**src/rtl/lut_loader_pkg.sv**
```systemverilog
// Shared types and sizing helpers for the LUT table loader.
package lut_loader_pkg;

    // Loader sequencing states.
    typedef enum logic [1:0] {
        IDLE  = 2'd0,
        LOAD  = 2'd1,
        SHIFT = 2'd2,
        DONE  = 2'd3
    } state_t;

    // Number of entries in a table addressed by an in_width-bit select.
    function automatic int table_entries(input int in_width);
        return 1 << in_width;
    endfunction

    // Total number of bits held by the table.
    function automatic int table_bits(input int in_width, input int out_width);
        return (1 << in_width) * out_width;
    endfunction

    // Bits needed for a counter that spans 0 .. n-1 (at least one bit).
    function automatic int cnt_width(input int n);
        return (n <= 2) ? 1 : $clog2(n);
    endfunction

endpackage

```
**src/rtl/lut_word_serializer.sv**
```systemverilog
// W-bit parallel-load shift register, MSB first, with a bit counter that
// flags the final bit of the current word.
module lut_word_serializer
    import lut_loader_pkg::*;
#(
    parameter int W = 3
) (
    input  logic         clk,
    input  logic         rst,
    input  logic         load,
    input  logic         shift,
    input  logic [W-1:0] din,
    output logic         msb,
    output logic         bit_zero
);

    localparam int BW = cnt_width(W);

    logic [W-1:0]  shreg_q;
    logic [BW-1:0] bit_cnt_q;

    // Load a fresh word, or move the next bit into the MSB position.
    always_ff @(posedge clk) begin
        if (rst) begin
            shreg_q   <= '0;
            bit_cnt_q <= '0;
        end else if (load) begin
            shreg_q   <= din;
            bit_cnt_q <= BW'(W - 1);
        end else if (shift) begin
            shreg_q <= shreg_q << 1;
            if (bit_cnt_q != '0) begin
                bit_cnt_q <= bit_cnt_q - 1'b1;
            end
        end
    end

    assign msb      = shreg_q[W-1];
    assign bit_zero = (bit_cnt_q == '0);

endmodule

```
**src/rtl/lut_table_loader.sv**
```systemverilog
// Serializes a full 2**IN_WIDTH x OUT_WIDTH table onto the LUT d/cs_n pins.
// Words arrive highest entry first over a valid/ready handshake.
// Optional: define LUT_TABLE_LOADER_PARITY_EN to add a parity output.
//
// Handshake: a word transfers on a rising edge where in_valid and in_ready
// are both high and abort is low; in_ready depends only on state, and
// in_data is ignored in every other cycle.
module lut_table_loader
    import lut_loader_pkg::*;
#(
    parameter int IN_WIDTH  = 4,
    parameter int OUT_WIDTH = 3
) (
    input  logic                 clk,
    input  logic                 rst,
    input  logic                 start,
    input  logic                 abort,
    input  logic [OUT_WIDTH-1:0] in_data,
    input  logic                 in_valid,
    output logic                 in_ready,
    output logic                 lut_d,
    output logic                 lut_cs_n,
    output logic                 busy,
    output logic                 done,
`ifdef LUT_TABLE_LOADER_PARITY_EN
    output logic                 parity,
`endif
    output state_t               dbg_state
);

    localparam int N  = table_entries(IN_WIDTH);
    localparam int EW = cnt_width(N);

    state_t        state_q, state_d;
    logic [EW-1:0] entry_cnt_q;
    logic          accept;
    logic          last_entry;
    logic          ser_msb;
    logic          ser_bit_zero;
    logic          ser_shift;

    assign accept     = (state_q == LOAD) && in_valid && !abort;
    assign last_entry = (entry_cnt_q == '0);
    assign ser_shift  = (state_q == SHIFT);
    assign dbg_state  = state_q;

    // State register.
    always_ff @(posedge clk) begin
        if (rst) begin
            state_q <= IDLE;
        end else begin
            state_q <= state_d;
        end
    end

    // Next-state and state-decoded outputs; abort overrides everything.
    always_comb begin
        state_d  = state_q;
        in_ready = 1'b0;
        lut_cs_n = 1'b1;
        lut_d    = 1'b0;
        busy     = 1'b1;
        done     = 1'b0;
        case (state_q)
            IDLE: begin
                busy = 1'b0;
                if (start) state_d = LOAD;
            end
            LOAD: begin
                in_ready = 1'b1;
                if (in_valid) state_d = SHIFT;
            end
            SHIFT: begin
                lut_cs_n = 1'b0;
                lut_d    = ser_msb;
                if (ser_bit_zero) state_d = last_entry ? DONE : LOAD;
            end
            DONE: begin
                done    = 1'b1;
                state_d = IDLE;
            end
            default: state_d = IDLE;
        endcase
        if (abort) state_d = IDLE;
    end

    // Entry counter: counts down from N-1 as each word finishes shifting.
    always_ff @(posedge clk) begin
        if (rst || abort) begin
            entry_cnt_q <= '0;
        end else if (state_q == IDLE && start) begin
            entry_cnt_q <= EW'(N - 1);
        end else if (state_q == SHIFT && ser_bit_zero && !last_entry) begin
            entry_cnt_q <= entry_cnt_q - 1'b1;
        end
    end

    lut_word_serializer #(
        .W(OUT_WIDTH)
    ) u_serializer (
        .clk      (clk),
        .rst      (rst),
        .load     (accept),
        .shift    (ser_shift),
        .din      (in_data),
        .msb      (ser_msb),
        .bit_zero (ser_bit_zero)
    );

`ifdef LUT_TABLE_LOADER_PARITY_EN
    logic parity_q;

    // Running XOR of every bit shifted out; cleared when a load begins or is cancelled.
    always_ff @(posedge clk) begin
        if (rst || abort || (state_q == IDLE && start)) begin
            parity_q <= 1'b0;
        end else if (state_q == SHIFT) begin
            parity_q <= parity_q ^ ser_msb;
        end
    end

    assign parity = parity_q;
`endif

endmodule

```
**config.mk**
```make
export PLATFORM = sky130hd
export DESIGN_NAME = lut_table_loader
export DESIGN_NICKNAME = d
export VERILOG_FILES = /design/src/rtl/lut_loader_pkg.sv /design/src/rtl/lut_word_serializer.sv /design/src/rtl/lut_table_loader.sv
export SDC_FILE = /design/constraint.sdc
export NUM_CORES = 1
export LEC_CHECK = 0
export ABC_AREA = 0
export CAP_MARGIN = 20
export CELL_PAD_IN_SITES_DETAIL_PLACEMENT = 1
export CELL_PAD_IN_SITES_GLOBAL_PLACEMENT = 2
export CORE_AREA = 2 2 53 55
export DETAILED_ROUTE_END_ITERATION = 10
export DIE_AREA = 0 0 55 57
export MAX_ROUTING_LAYER = met4
export PLACE_DENSITY_LB_ADDON = 0.1
export SKIP_CTS_REPAIR_TIMING = 1
export SYNTH_ARGS = -nofsm -noshare
export SYNTH_HDL_FRONTEND = slang
export SYNTH_SLANG_ARGS = --single-unit
```
**constraint.sdc**
```tcl
create_clock -name clk -period 1.35 [get_ports clk]
set_input_delay 0.135 -clock clk [delete_from_list [all_inputs] [get_ports clk]]
set_output_delay 0.135 -clock clk [all_outputs]
set_load 0.02 [all_outputs]
```
# == Yosys cells after proc, flatten, opt, wreduce, memory -nomap -nowiden ==
# Index checks and enable logic that the tools add are counted.
# word_totals
register_bits,11
input_bits,8
wordCells,50
out_inout_bits,7
# op_classes
add_sub_neg,2
eq_ne,6
n_reduce_logical,20
muxes,17
# ops
op,n
$mux W2,7
$mux W4,2
$pmux W2 S4,1
$reduce_bool A2 Y1,4
$mux W3,2
$ne A2 B2 Y1 const B,3
$logic_and A1 B1 Y1,5
$mux W1,5
$eq A2 B2 Y1 const B,2
$logic_not A2 Y1,2
$logic_not A4 Y1,1
$reduce_and A2 Y1,2
$reduce_or A2 Y1,2
$sub A4 B1 Y4 const B,1
$reduce_and A3 Y1,1
$eq A2 B1 Y1 const B,1
$logic_not A1 Y1,2
$sub A2 B1 Y2 const B,1
$logic_or A1 B1 Y1,1

# == Depth between registers and ports, before layout ==
# logic_depth
depth_word,5
depth_mapped,5
mapped_depth_nobuf,5

# == Cells and area by module ==
# A second synthesis with hierarchy kept.
# hier_totals
cells_unflattened,69
area_unflattened_um2,630.6
# by_module_without_submodules
module,cells_per_inst,instances,seq_area_each_um2,area_per_inst_um2
lut_table_loader,47,1,120.1,419.2
lut_word_serializer,22,1,100.1,211.5

# == Worst setup path before layout ==
# Ideal clock, no wire load.
# synth_path
kind,register -> register
from,register state_q[1] (netlist: dbg_state[1])
to,register u_serializer.bit_cnt_q[1]
slack_ps,-107
synth_period_minus_slack_ps,1457
arrival_ps,1334
path_buffers,1
t_required_ps,1227
setup_ps,123
path_stages_with_launch,6
cell_sequence,dfxtp_1 > clkbuf_1 > nor2b_2 > inv_1 > o21ai_0 > a21oi_1
# synth_between
elab_chain_len,5
word_cells_on_any_way,8
cone_classes,2 x eq/ne; 1 x mux; 5 x reduce/logical
# synth_lines
item,line_no,source
start: declaration,lut_table_loader.sv:34,"state_t state_q, state_d;"
start signal: assignment,lut_table_loader.sv:52,state_q <= state_d;
$eq A2 B1 Y1,lut_table_loader.sv:42,assign accept = (state_q == LOAD) && in_valid && !abort;
$logic_and A1 B1 Y1 (2 in a row),lut_table_loader.sv:42,
$reduce_bool A2 Y1 (no source line),n/a,
$reduce_and A2 Y1 (no source line),n/a,
end signal: assignment,lut_word_serializer.sv:29,bit_cnt_q <= BW'(W - 1);
end signal: assignment,lut_word_serializer.sv:33,bit_cnt_q <= bit_cnt_q - 1'b1;
end: declaration,lut_word_serializer.sv:20,logic [BW-1:0] bit_cnt_q;
# Several ways; a longest one is shown, not always the timed one.
# A chain may end at the register's enable or synchronous reset.

# == Worst setup path after layout ==
# layout_path
from,register state_q[0] (netlist: dbg_state[0])
to,register entry_cnt_q[3]
# layout_between
elab_chain_len,4
word_cells_on_any_way,7
cone_classes,1 x eq/ne; 1 x mux; 5 x reduce/logical
# layout_lines
item,line_no,source
$eq A2 B2 Y1,lut_table_loader.sv:93,end else if (state_q == SHIFT && ser_bit_zero && !last_entry) begin
$logic_and A1 B1 Y1 (2 in a row),lut_table_loader.sv:93,
$reduce_bool A2 Y1 (no source line),n/a,
end signal: assignment,lut_table_loader.sv:92,entry_cnt_q <= EW'(N - 1);
end signal: assignment,lut_table_loader.sv:94,entry_cnt_q <= entry_cnt_q - 1'b1;
end: declaration,lut_table_loader.sv:35,logic [EW-1:0] entry_cnt_q;
# Several ways; a longest one is shown, not always the timed one.

==> reports/qor.csv <==
metric,value,unit
status,finished with violations,
end_kind,flop,
grt.overflow.total,0,
async_reset_ff_share,0,%
start_util,22.58,%
synth_common_cells,"dfxtp_1 (11), a21oi_1 (8), inv_1 (5), a211oi_1 (4)",
setup_viol,1,
drc,0,
synth-edff-count,0,
r2r_start,dbg_state[0],
relSlewSlack,76.52,%
area_delta_synth_final,65.89,%
p_leak,0.4409,nW
cts.clk_slew.worst_paths,80,ps
synth_nets,75,
rsz0062_at_grt,yes,
layout-drive-gt1-share,42.42,%
io_pins,15,
utilization,37.46,%
holdPathStages,3,
synthCells,66,
violations,setup timing,
yosysTopAreaCellShare,37.29,%
arrival,1490,ps
firstDrtPassIters,3,
seqPwrFrac,47.1,%
vias_per_cell,4.715,
dp_slack,-137.1,ps
coreArea,0.002615,mm²
die_area,0.003135,mm²
totalWireLength,1641,µm
final_nets,109,
htree_levels,1,
tightest_slew,350.7,ps
cts_root_buffer,clkbuf_4,
yosys.area.top_type,dfxtp_1,
fin_skew,2.655,ps
hold_violations,0,
placed_cells_incl_taps,125,
critPathSlowestCell,or4b_4,
avgSynthCellArea,8.948,µm²
p_sw,193.4,µW
wl_per_cell,12.62,µm
ff2ff_setup_slack,-1,ps
grt_pass1_vias,638,
crit_chain,or4b_4 > o41ai_2 > a31oi_1,
n_fill_cell,323,
p_clk_share,31.1,%
fp.dieH,57,µm
path_max_fanout,7,
min_period_over_period,100.1,%
clockBufferDepth,2,
worstSetupPathType,flop to flop,
path_buf_inv,0,
numCtsBuffers,3,
ys.flop_type,dfxtp_1,
gp_congestion,0.6648,
yosys-top-cells-area,"dfxtp_1 (37%), a21oi_1 (6.8%), a211oi_1 (5.1%)",
setup_ws,-1.010,ps
cts_tree,yes,
yosys_warnings,0,
swShare,26.31,%
grt_max_degree,10,
cp.required,1490,ps
clock_latency,260,ps
grt_first_pass_wirelength,2760,µm
r2r-end,entry_cnt_q[3],
instances_no_fill,130,
peakVddDrop,0.3271,mV
pwr-share-comb,21.8,%
antenna_found_initial,0,
synth_cell_types,29,
max_freq,740.2,MHz
min_to,u_serializer.shreg_q[0],
power.density,750.4,mW/mm²
min_from,in_data[0],
drt_iter0_drc,1,
cap_viol_max_count,0,
ant_nets,0,
ys_seq_area_share,37.29,%
antenna-diode-count,0,
hold_ws,414.5,ps
io_buffers,14,
die_w,55,µm
grt_usage,12.48,%
vias,613,
path_delay_family,simple AND/OR/NAND/NOR gates,
final_area,979.7,µm²
slew_violations,0,
critPathMaxStageDelay,520,ps
yosysMostFrequentCell,dfxtp_1,
worstHoldPathType,input port to flop,
syn_area,590.6,µm²
reg2reg_depth,3,
p_int,541.8,µW
period_needed,1351,ps
hpwl,1274,µm
post_dp_cell_area,904.6,µm²
synth-seq-cells,11,
num_rows,19,
cts_sinks,11,
crit_path_start_kind,flop,
==> state kept, by name, indices dropped and copies added (netlist names) <==
register,cells
dbg_state,2
u_serializer.shreg_q,3
entry_cnt_q,4
u_serializer.bit_cnt_q,2
==> per-layer routing <==
layer | up-vias | GRT usage (%) | share of wire (%)
met4 | 0 | 5.226 | 0.91
met1 | 287 | 16.07 | 46
met2 | 10 | 18.37 | 50
met3 | 2 | 3.141 | 3.4
li1 | 314 | - | -
met5 | - | - | 0
==> cell type report <==
class | count | area, µm² | area share, %
inverters | 5 | 18.77 | 1.916
repair buffers | 32 | 285.3 | 29.12
flip-flops and latches | 11 | 226.5 | 23.12
clock buffers | 4 | 26.28 | 2.682
well taps | 31 | 38.79 | 3.959
multi-input cells | 47 | 384.1 | 39.21
==> metrics by stage <==
step | setup TNS (ps) | total power [mW]
floorplan | 0 | 0.4225
global placement | -335.4 | 0.5055
detailed placement | -401.5 | 0.5083
CTS | -2469 | 0.7434
global route | -184.3 | 0.7840
finish | -1.010 | 0.7352
==> worst max-delay path by stage <==
stage	start	endpoint	slack, ps	cells after the start
after floorplan	entry_cnt_q[0]	entry_cnt_q[0]	10	5
after global placement	dbg_state[0]	lut_d	-120	3
after detailed placement	dbg_state[0]	lut_d	-140	3
final	dbg_state[0]	entry_cnt_q[3]	-1	3
after CTS	dbg_state[0]	lut_d	-450	3
after global routing	dbg_state[0]	entry_cnt_q[3]	-80	3
==> cell usage in the layout, fill, tap and decap left out, drive strengths merged <==
cell type | netlist | final
nand4b | 2 | 2
and4bb | 1 | 1
nor3b | 2 | 2
clkbuf | 1 | 5
a22oi | 2 | 2
nor4b | 1 | 1
inv | 5 | 5
clkdlybuf4s50 | 0 | 7
a211oi | 4 | 4
and2 | 2 | 2
or2 | 1 | 1
or4b | 1 | 1
o41ai | 1 | 1
o21ai | 3 | 3
or3b | 1 | 1
nand4bb | 1 | 1
nand2 | 3 | 3
dlymetal6s2s | 0 | 6
nor3 | 2 | 2
nand3 | 3 | 3
ha | 1 | 1
nor2 | 2 | 2
o31ai | 1 | 1
buf | 2 | 18
nor4bb | 1 | 1
a31oi | 2 | 2
dfxtp | 11 | 11
a21oi | 8 | 8
nor2b | 2 | 2
==> kinds of logic after synthesis <==
logic type / Yosys count / synth area share, %
and+or+nand+nor: 25 / 32.20
AOI/OAI and AO/OA: 21 / 23.09
DFF: 11 / 37.29
buffers and inverters: 8 / 5.295
adders and majority gates: 1 / 2.118
==> worst min-delay path: stages <==
cell and delay (ps):
clkdlybuf4s50_1 400, nand2_1 60, a21oi_1 50
==> power groups by stage <==
stage               Clock, mW  Combinational (mW)  Sequential [mW]
finish                  0.229               0.160            0.346
global route            0.258               0.178            0.348
CTS                     0.242               0.155            0.347
detailed placement          0               0.154            0.354
global placement            0               0.152            0.354
floorplan                   0              0.0671            0.355
(Power assumes the default switching activity.)
